<file path="src/rtl/pixel_readout_fsm.sv">
// Pixel array frame sequencer: erase/expose/convert control, then row capture
// and per-pixel streaming over a valid/ready port.
module pixel_readout_fsm #(
  parameter int H_PIXELS  = 2,
  parameter int V_PIXELS  = 2,
  parameter int C_ERASE   = 5,
  parameter int C_EXPOSE  = 255,
  parameter int C_CONVERT = 255
) (
  input  logic                  clk,
  input  logic                  reset,
  input  logic                  start,
  output logic                  busy,
  output logic                  erase,
  output logic                  expose,
  output logic                  convert,
  output logic [7:0]            cnt_data,
  output logic                  cnt_oe,
  output logic [V_PIXELS-1:0]   read,
  input  logic [H_PIXELS*8-1:0] pix_data,
  output logic                  out_valid,
  input  logic                  out_ready,
  output logic [7:0]            out_data,
  output logic [7:0]            out_row,
  output logic [7:0]            out_col,
  output logic                  out_last,
  output logic                  frame_done
);

  localparam int CMAX_EE = (C_ERASE > C_EXPOSE) ? C_ERASE : C_EXPOSE;
  localparam int CMAX    = (CMAX_EE > C_CONVERT) ? CMAX_EE : C_CONVERT;
  localparam int CW      = $clog2(CMAX + 2);
  localparam int RW      = $clog2(V_PIXELS + 1);
  localparam int HW      = $clog2(H_PIXELS + 1);

  typedef enum logic [2:0] {
    S_IDLE,
    S_ERASE,
    S_EXPOSE,
    S_CONVERT,
    S_RSETTLE,
    S_RCAPTURE,
    S_STREAM,
    S_DONE
  } state_e;

  state_e        state_q, state_d;
  logic [CW-1:0] cnt_q, cnt_d;
  logic [RW-1:0] row_q, row_d;
  logic [HW-1:0] col_q, col_d;
  logic [7:0]    rowbuf_q [H_PIXELS];
  logic [7:0]    rowbuf_d [H_PIXELS];

  logic last_col, last_row, rd_en;

  assign last_col = (col_q == HW'(H_PIXELS - 1));
  assign last_row = (row_q == RW'(V_PIXELS - 1));

  always_ff @(posedge clk or posedge reset) begin
    if (reset) begin
      state_q <= S_IDLE;
      cnt_q   <= '0;
      row_q   <= '0;
      col_q   <= '0;
      for (int c = 0; c < H_PIXELS; c++) rowbuf_q[c] <= '0;
    end else begin
      state_q <= state_d;
      cnt_q   <= cnt_d;
      row_q   <= row_d;
      col_q   <= col_d;
      for (int c = 0; c < H_PIXELS; c++) rowbuf_q[c] <= rowbuf_d[c];
    end
  end

  always_comb begin
    state_d = state_q;
    cnt_d   = cnt_q;
    row_d   = row_q;
    col_d   = col_q;
    for (int c = 0; c < H_PIXELS; c++) rowbuf_d[c] = rowbuf_q[c];
    unique case (state_q)
      S_IDLE: begin
        if (start) begin
          state_d = S_ERASE;
          cnt_d   = '0;
        end
      end
      S_ERASE: begin
        if (cnt_q == CW'(C_ERASE - 1)) begin
          state_d = S_EXPOSE;
          cnt_d   = '0;
        end else begin
          cnt_d = cnt_q + 1'b1;
        end
      end
      S_EXPOSE: begin
        if (cnt_q == CW'(C_EXPOSE - 1)) begin
          state_d = S_CONVERT;
          cnt_d   = '0;
        end else begin
          cnt_d = cnt_q + 1'b1;
        end
      end
      S_CONVERT: begin
        // the counter doubles as the ramp value on the count bus
        if (cnt_q == CW'(C_CONVERT)) begin
          state_d = S_RSETTLE;
          cnt_d   = '0;
          row_d   = '0;
        end else begin
          cnt_d = cnt_q + 1'b1;
        end
      end
      S_RSETTLE: state_d = S_RCAPTURE;
      S_RCAPTURE: begin
        for (int c = 0; c < H_PIXELS; c++)
          rowbuf_d[c] = pix_data[8*c +: 8];
        col_d   = '0;
        state_d = S_STREAM;
      end
      S_STREAM: begin
        if (out_ready) begin
          if (!last_col) begin
            col_d = col_q + 1'b1;
          end else if (last_row) begin
            state_d = S_DONE;
          end else begin
            row_d   = row_q + 1'b1;
            state_d = S_RSETTLE;
          end
        end
      end
      S_DONE:  state_d = S_IDLE;
      default: state_d = S_IDLE;
    endcase
  end

  assign rd_en = (state_q == S_RSETTLE) || (state_q == S_RCAPTURE);

  always_comb begin
    busy       = (state_q != S_IDLE);
    erase      = (state_q == S_ERASE);
    expose     = (state_q == S_EXPOSE);
    convert    = (state_q == S_CONVERT);
    cnt_oe     = convert;
    cnt_data   = convert ? 8'(cnt_q) : 8'h00;
    out_valid  = (state_q == S_STREAM);
    frame_done = (state_q == S_DONE);
    for (int r = 0; r < V_PIXELS; r++)
      read[r] = rd_en && (row_q == RW'(r));
    out_data = 8'h00;
    for (int c = 0; c < H_PIXELS; c++)
      if (out_valid && (col_q == HW'(c))) out_data = rowbuf_q[c];
    out_row  = out_valid ? 8'(row_q) : 8'h00;
    out_col  = out_valid ? 8'(col_q) : 8'h00;
    out_last = out_valid && last_row && last_col;
  end

endmodule

</file>
<file path="config.mk">
export PLATFORM = sky130hd
export DESIGN_NAME = pixel_readout_fsm
export DESIGN_NICKNAME = d
export VERILOG_FILES = /design/src/rtl/pixel_readout_fsm.sv
export SDC_FILE = /design/constraint.sdc
export NUM_CORES = 1
export LEC_CHECK = 0
export CAP_MARGIN = 0
export CORE_UTILIZATION = 35
export DETAILED_ROUTE_END_ITERATION = 16
export PLACE_DENSITY = 0.73
export SLEW_MARGIN = 20
export SYNTH_ARGS = -nofsm -noshare
export SYNTH_HDL_FRONTEND = slang
export SYNTH_SLANG_ARGS = --single-unit
</file>
<file path="constraint.sdc">
create_clock -name clk -period 3.71 [get_ports clk]
set_clock_uncertainty 0.05 [all_clocks]
set_input_delay 0.371 -clock clk [delete_from_list [all_inputs] [get_ports clk]]
set_output_delay 0.371 -clock clk [all_outputs]
set_load 0.01 [all_outputs]
</file>
==> out/metrics.csv, run 1 <==
stage,metric,value,unit
final_layout,antenna diode instance count,0,
global_route,initial antenna violation count,0,
clock_tree,maximum clock path buffer count,2,
clock_tree,Clock Tree Root,clkbuf_8,
yosys,compound-gate portion of the synthesized area,12.3,%
setup_path,Reg2Reg Depth,7,
setup_path,Buf/Inv on CP,2,
global_route,Tot GR Track Use,15.1,%
setup_path,"delay-heaviest family, CP",simple AND/OR/NAND/NOR gates,
yosys,sequential fraction of the synthesis area,37.9,%
yosys,async set-reset flop share out of synthesis,100,%
clock_tree,clock slew at reported path FFs,70,ps
setup_path,Worst Setup End Kind,output port,
detailed_routing,via count,1675,
setup_path,Worst R2R Start,cnt_q[4],
final_layout,utilization after layout,46.9,%
final_layout,layout cells sized above 1,13.8,%
detailed_routing,DRC,0,
setup_path,CP Launch Type,flop,
final_layout,multi-input logic area,1130,µm²
sta,RSZ-0062 raised after global routing,no,
yosys,adder-cell share of the synthesized area,5.33,%
final_layout,Final nets,298,
setup_path,Crit Path Category,flop to output port,
hold_path,worst hold path class,primary input to async pin,
setup_path,Worst path slowest cell,dfrtp_1,
setup_path,crit-path cells,"nand3b_1, inv_1, and3_1, clkdlybuf4s50_1",
power,peak supply drop,273,µV
final_layout,Fillers,551,
yosys,Syn Area/Cell,9.42,µm²
sta,max-slew violations,0,
sta,final count of hold timing violations,0,
yosys,commonest cells in the netlist,"dfrtp_1 (32), nor2_1 (28), nand2_1 (21), buf_4 (16), mux2_2 (16)",
final_layout,Reg area,801,µm²
yosys,"top cells by area, synth","dfrtp_1 (38%), mux2_2 (8.5%), buf_4 (5.7%), ha_1 (5.3%), nor2_1 (5.0%)",
clock_tree,Post-CTS Resized,0,
global_route,vias in the first global route,1575,
floorplanning,core box area,5680,µm²
floorplanning,Rows,27,
yosys,"FF+latch count, synth",32,
setup_path,Critical Path Fanout Max,17,
detailed_routing,total wire length after detailed routing,4390,µm
floorplanning,Ports,62,
placement,port buffer count,49,
detailed_routing,Final ANT Viol Nets,0,
yosys,YS warnings,0,
global_route,global-route wire length before repair,7290,µm
power,Pleak,1.15,nW
setup_path,"slowest stage delay, CP",690,ps
setup_path,reg2reg setup slack,1460,ps
placement,GPL Wtd Cong,0.834,
clock_tree,H-Tree Level Count,2,
yosys,largest family of logic cells by synthesized area,simple AND/OR/NAND/NOR gates,
detailed_routing,Via density,4.91,
detailed_routing,DRT iter0 DRCs,41,
yosys,Post-synth EDFFs,0,
yosys,"Cell Area, Synth",2110,µm²
yosys,Post-Synthesis Cells,224,
sta,fin crit share,77.7,%
floorplanning,Starting Density,37.2,%
sta,Total Neg Setup Slack,0,ps
sta,worst rel slew slack,54.0,%
yosys,Netlist cell types,53,
floorplanning,Die Wd,79.7,µm
setup_path,Reg2Reg Capture Point,state_q[0],
sta,Least-Margin Pin Slew,687,ps
sta,Final Setup Violations,0,
clock_tree,CTS Sinks,32,
status,status,completed,
yosys,Most used DFF post-synth,dfrtp_1,
yosys,post-synthesis simple-gate area fraction,22.1,%
yosys,post-synth top area share,37.9,%
clock_tree,clk_lat worst skew,280,ps
yosys,most common cell in the netlist,dfrtp_1,
clock_tree,CTS tree,done,
detailed_routing,Initial DRT Pass Iterations,4,
floorplanning,die area,6350,µm²
clock_tree,CTS buffer count,5,
global_route,largest net degree at the start of global routing,33,
global_route,GRT overflow,0,
yosys,top cell type by total area after synthesis,dfrtp_1,
detailed_routing,drt wl/cell,12.9,µm
sta,fmax,347,MHz
sta,Period minus WS final,2880,ps
power,Pwr Density,702,nW/µm²
setup_path,CP required,3290,ps
job,Max Cap Violations,0,
placement,HPWL after DPL,3140,µm
yosys,Synth Area in XOR/XNOR,1.24,%
setup_path,Worst Path Arrival,2460,ps
final_layout,P&R area growth vs syn,26.0,%
clock_tree,CTS Hold Bufs,0,
floorplanning,Die Ht,79.7,µm
clock_tree,# Post-CTS Setup Buffers,0,
yosys,mux contribution to synthesized area,10.7,%
==> how the worst max path moves through the flow <==
stage / start / to / slack [ps] / cells after the start
6_report: state_q[2] / out_last / 830 / 4
2_1_floorplan: cnt_q[4] / state_q[0] / 1670 / 7
4_1_cts: state_q[2] / out_last / 830 / 4
5_1_grt: state_q[2] / out_last / 520 / 4
3_5_place_dp: state_q[2] / out_last / 1140 / 4
3_3_place_gp: state_q[2] / out_last / 1180 / 4
==> cell type report <==
| cell class | instances | share of cell area [%] |
|---|---|---|
| clock buffers | 6 | 2.73 |
| clock inverters | 1 | 0.188 |
| inverters | 16 | 2.26 |
| multi-input cells | 164 | 42.6 |
| flip-flops and latches | 32 | 30.1 |
| well taps | 72 | 3.39 |
| repair buffers | 50 | 18.7 |
==> cell families after synthesis <==
kind of cell,count (synthesis)
buffers and inverters,39
DFF,32
other,1
and+or+nand+nor,85
xor gates and xnor gates,3
adders and majority gates,9
muxes,20
AOI/OAI and AO/OA,35
==> routing by layer <==
metal,GRT usage (%),share of wire [%]
met3,3.20,4.9
met1,19.8,45
met4,6.91,1.8
met2,23.7,48
met5,0,0
==> sequential cells by signal, summed over array words and instances, names as in the netlist <==
register / cells
rowbuf_q: 16
state_q: 3
col_q: 2
cnt_q: 9
row_q: 2
==> stage by stage <==
stage | area (µm²) | power (W) | hold WS (ps) | cells | worst slack [ps]
2_1_floorplan | 2150 | 0.00136 | 427 | 235 | 1670
3_3_place_gp | 2580 | 0.00160 | 438 | 334 | 1180
3_5_place_dp | 2580 | 0.00162 | 444 | 334 | 1140
4_1_cts | 2660 | 0.00188 | 442 | 341 | 828
5_1_grt | 2660 | 0.00204 | 478 | 341 | 515
6_report | 2660 | 0.00187 | 426 | 341 | 829
==> power by group <==
group	switching, W	leakage (nW)	internal (W)	total [W]
registers	0.000153	0.395	0.000494	0.000648
logic	0.000479	0.717	0.000490	0.000969
clock network	0.000124	0.0410	0.000127	0.000251
==> worst reg2reg max path: cells and delay by family (launching register included) <==
kind	cells	cell delay, ps
muxes	1	320
and+or+nand+nor	3	620
adders and majority gates	1	210
AOI/OAI and AO/OA	2	470
DFF	1	480
==> placed cells by master (no fill, tap or decap), drive strengths merged, types with 3 or more instances in the layout <==
cell / count
nand2: 22
conb: 12
nor3b: 4
o21a: 3
a21oi: 13
mux2: 17
nand3: 3
dfrtp: 32
nor2: 28
o32ai: 3
clkbuf: 6
clkdlybuf4s50: 49
mux2i: 3
o21ai: 3
inv: 16
and2: 6
ha: 9
nor3: 5
Note: power is estimated with default switching activity, not from simulation.
==> run 2, diff against run 1 <==
PLACE_DENSITY = 0.76   (was 0.73)
clock period = 2.3 ns   (was 3.71 ns; I/O delays follow)
==> out/metrics.csv, run 2 (synthesis gave the netlist of run 1 again) <==
stage,metric,value,unit,change
status,status,completed,,
final_layout,"commonest non-fill, non-tap cell in the layout",clkdlybuf4s50_1,,
hold_path,worst hold path class,primary input to async pin,,
detailed_routing,Initial DRT Pass Iterations,4,,unchanged
global_route,initial antenna violation count,0,,unchanged
placement,Placed Cells,343,,+2.7%
job,Max Cap Violations,0,,unchanged
setup_path,CP Launch Type,flop,,
floorplanning,Die Ht,79.7,µm,unchanged
detailed_routing,total wire length after detailed routing,4520,µm,+3.1%
global_route,vias in the first global route,1638,,+4.0%
setup_path,CP required,2020,ps,-1270 ps
clock_tree,H-Tree Level Count,2,,unchanged
clock_tree,maximum clock path buffer count,2,,unchanged
setup_path,Worst Setup End Kind,output port,,
final_layout,utilization after layout,49.2,%,+2.3 points
power,Pwr Density,1180,nW/µm²,+68%
final_layout,multi-input logic area,1160,µm²,+2.2%
final_layout,largest registers,"rowbuf_q x16, cnt_q x9, state_q x3",,
placement,GPL Wtd Cong,0.865,,+3.7%
floorplanning,Rows,27,,unchanged
global_route,GRT overflow,0,,unchanged
global_route,global-route wire length before repair,7620,µm,+4.4%
clock_tree,CTS Sinks,32,,unchanged
detailed_routing,Via density,4.85,,-1.2%
setup_path,Critical Path Fanout Max,8,,-9
sta,fin crit share,94.6,%,
power,peak supply drop,484,µV,+77%
final_layout,P&R area growth vs syn,32.2,%,
final_layout,Final Non-Filler Cells,351,,+2.9%
placement,port buffer count,49,,unchanged
final_layout,Final nets,307,,+3.0%
setup_path,Worst Path Arrival,1900,ps,-560 ps
final_layout,most frequent cells in the layout,"clkdlybuf4s50_1 (48), dfrtp_1 (30), nor2_1 (28), nand2_1 (21), mux2_2 (16)",,
detailed_routing,drt wl/cell,12.9,µm,+0.12%
floorplanning,Starting Density,37.2,%,unchanged
global_route,Tot GR Track Use,15.7,%,+0.56 points
floorplanning,die area,6350,µm²,unchanged
clock_tree,clock slew at reported path FFs,70,ps,about the same
floorplanning,Die Wd,79.7,µm,unchanged
setup_path,Reg2Reg Capture Point,state_q[0],,
final_layout,Reg with most FFs,rowbuf_q,,
clock_tree,CTS buffer count,5,,unchanged
final_layout,number of flip-flops under the largest register name,16,,unchanged
floorplanning,Ports,62,,unchanged
detailed_routing,via count,1703,,+1.7%
floorplanning,core box area,5680,µm²,unchanged
power,Pleak,1.23,nW,+6.4%
setup_path,Reg2Reg Depth,7,,unchanged
sta,final worst-path setup slack,124,ps,-705 ps
placement,HPWL after DPL,3280,µm,+4.7%
clock_tree,Clock Tree Root,clkbuf_8,,
setup_path,Crit Path Category,flop to output port,,
sta,Total Neg Setup Slack,0,ps,unchanged
final_layout,Reg area,803,µm²,+0.31%
sta,max-slew violations,0,,unchanged
placement,Post-Place Worst Slack,89.8,ps,-1050 ps
sta,fmax,460,MHz,
clock_tree,CTS Hold Bufs,0,,unchanged
sta,final count of hold timing violations,0,,unchanged
detailed_routing,DRT iter0 DRCs,106,,+160%
detailed_routing,Final ANT Viol Nets,0,,unchanged
final_layout,layout cells sized above 1,19.4,%,+5.6 points
setup_path,Worst R2R Start,cnt_q[1],,
final_layout,antenna diode instance count,0,,unchanged
sta,Period minus WS final,2180,ps,
clock_tree,CTS tree,done,,
power,Overall Power,0.00329,W,+76%
clock_tree,clk_lat worst skew,290,ps,about the same
setup_path,reg2reg setup slack,200,ps,-1260 ps
sta,Final Setup Violations,0,,unchanged
final_layout,Fillers,549,,-0.36%
global_route,largest net degree at the start of global routing,33,,unchanged
detailed_routing,DRC,0,,unchanged
setup_path,Setup crit start,col_q[0],,
-- run 2: changes by cell type in the layout (fill, tap and decap cells not counted), sizes merged --
| cell | previous run | this run |
|---|---|---|
| clkinvlp | 0 | 1 |
| dlymetal6s2s | 0 | 1 |
| clkdlybuf4s50 | 49 | 48 |
| bufinv | 0 | 1 |
| buf | 1 | 10 |
| clkbuf | 6 | 5 |
-- run 2: final cells by class --
| cell class | instances | share of cell area (%) |
|---|---|---|
| Clock buffer | 5 | 2.47 |
| Clock inverter | 3 | 1.52 |
| Inverter | 16 | 2.15 |
| Multi-Input combinational cell | 164 | 41.5 |
| Sequential cell | 32 | 28.8 |
| Tap cell | 72 | 3.23 |
| Timing Repair Buffer | 59 | 20.3 |
-- run 2: worst max path at each step --
stage / to / slack, ps
after CTS: out_data[0] / 5
after detailed placement: state_q[0] / 90
final: out_data[0] / 120
after global routing: out_data[7] / -8
after global placement: state_q[0] / 200
after floorplan: state_q[0] / 260
-- run 2: metal layers --
layer	vias to the layer above	global-route usage, %	share of wire (%)
met5	-	0	0
met4	0	6.36	1.6
met3	6	3.31	3.7
met2	41	25.3	50
met1	812	20.2	45
li1	844	-	-
-- run 2: metrics by stage --
step                      instance area [µm²]  hold slack [ps]
final                                    2790              268
after global routing                     2790              336
after CTS                                2760              282
after detailed placement                 2650              446
after global placement                   2650              439
after floorplan                          2150              296
-- run 2: worst max-delay path: stages (launching register included) --
cell and delay, ps:
dfrtp_2 450, inv_2 100, ha_4 190, nand2_1 60, nor2_1 90, a21oi_1 50, nor2_1 120, clkdlybuf4s50_1 550
-- run 2: repair_timing --
item | CTS | global route
setup buffers | 0 | 0
endpoints found under the hold margin | 0 | 0
gates resized for setup | 1 | 8
gates cloned | 0 | 0
setup endpoints to repair | 9 | 10
-- run 2: power breakdown --
| part | leakage [nW] | switching [W] | total, W | internal, W |
|---|---|---|---|---|
| clock | 0.0541 | 0.000221 | 0.000542 | 0.000320 |
| combinational | 0.780 | 0.000877 | 0.00176 | 0.000886 |
| sequential | 0.392 | 0.000180 | 0.000982 | 0.000802 |
| total | 1.23 | 0.00128 | 0.00329 | 0.00201 |
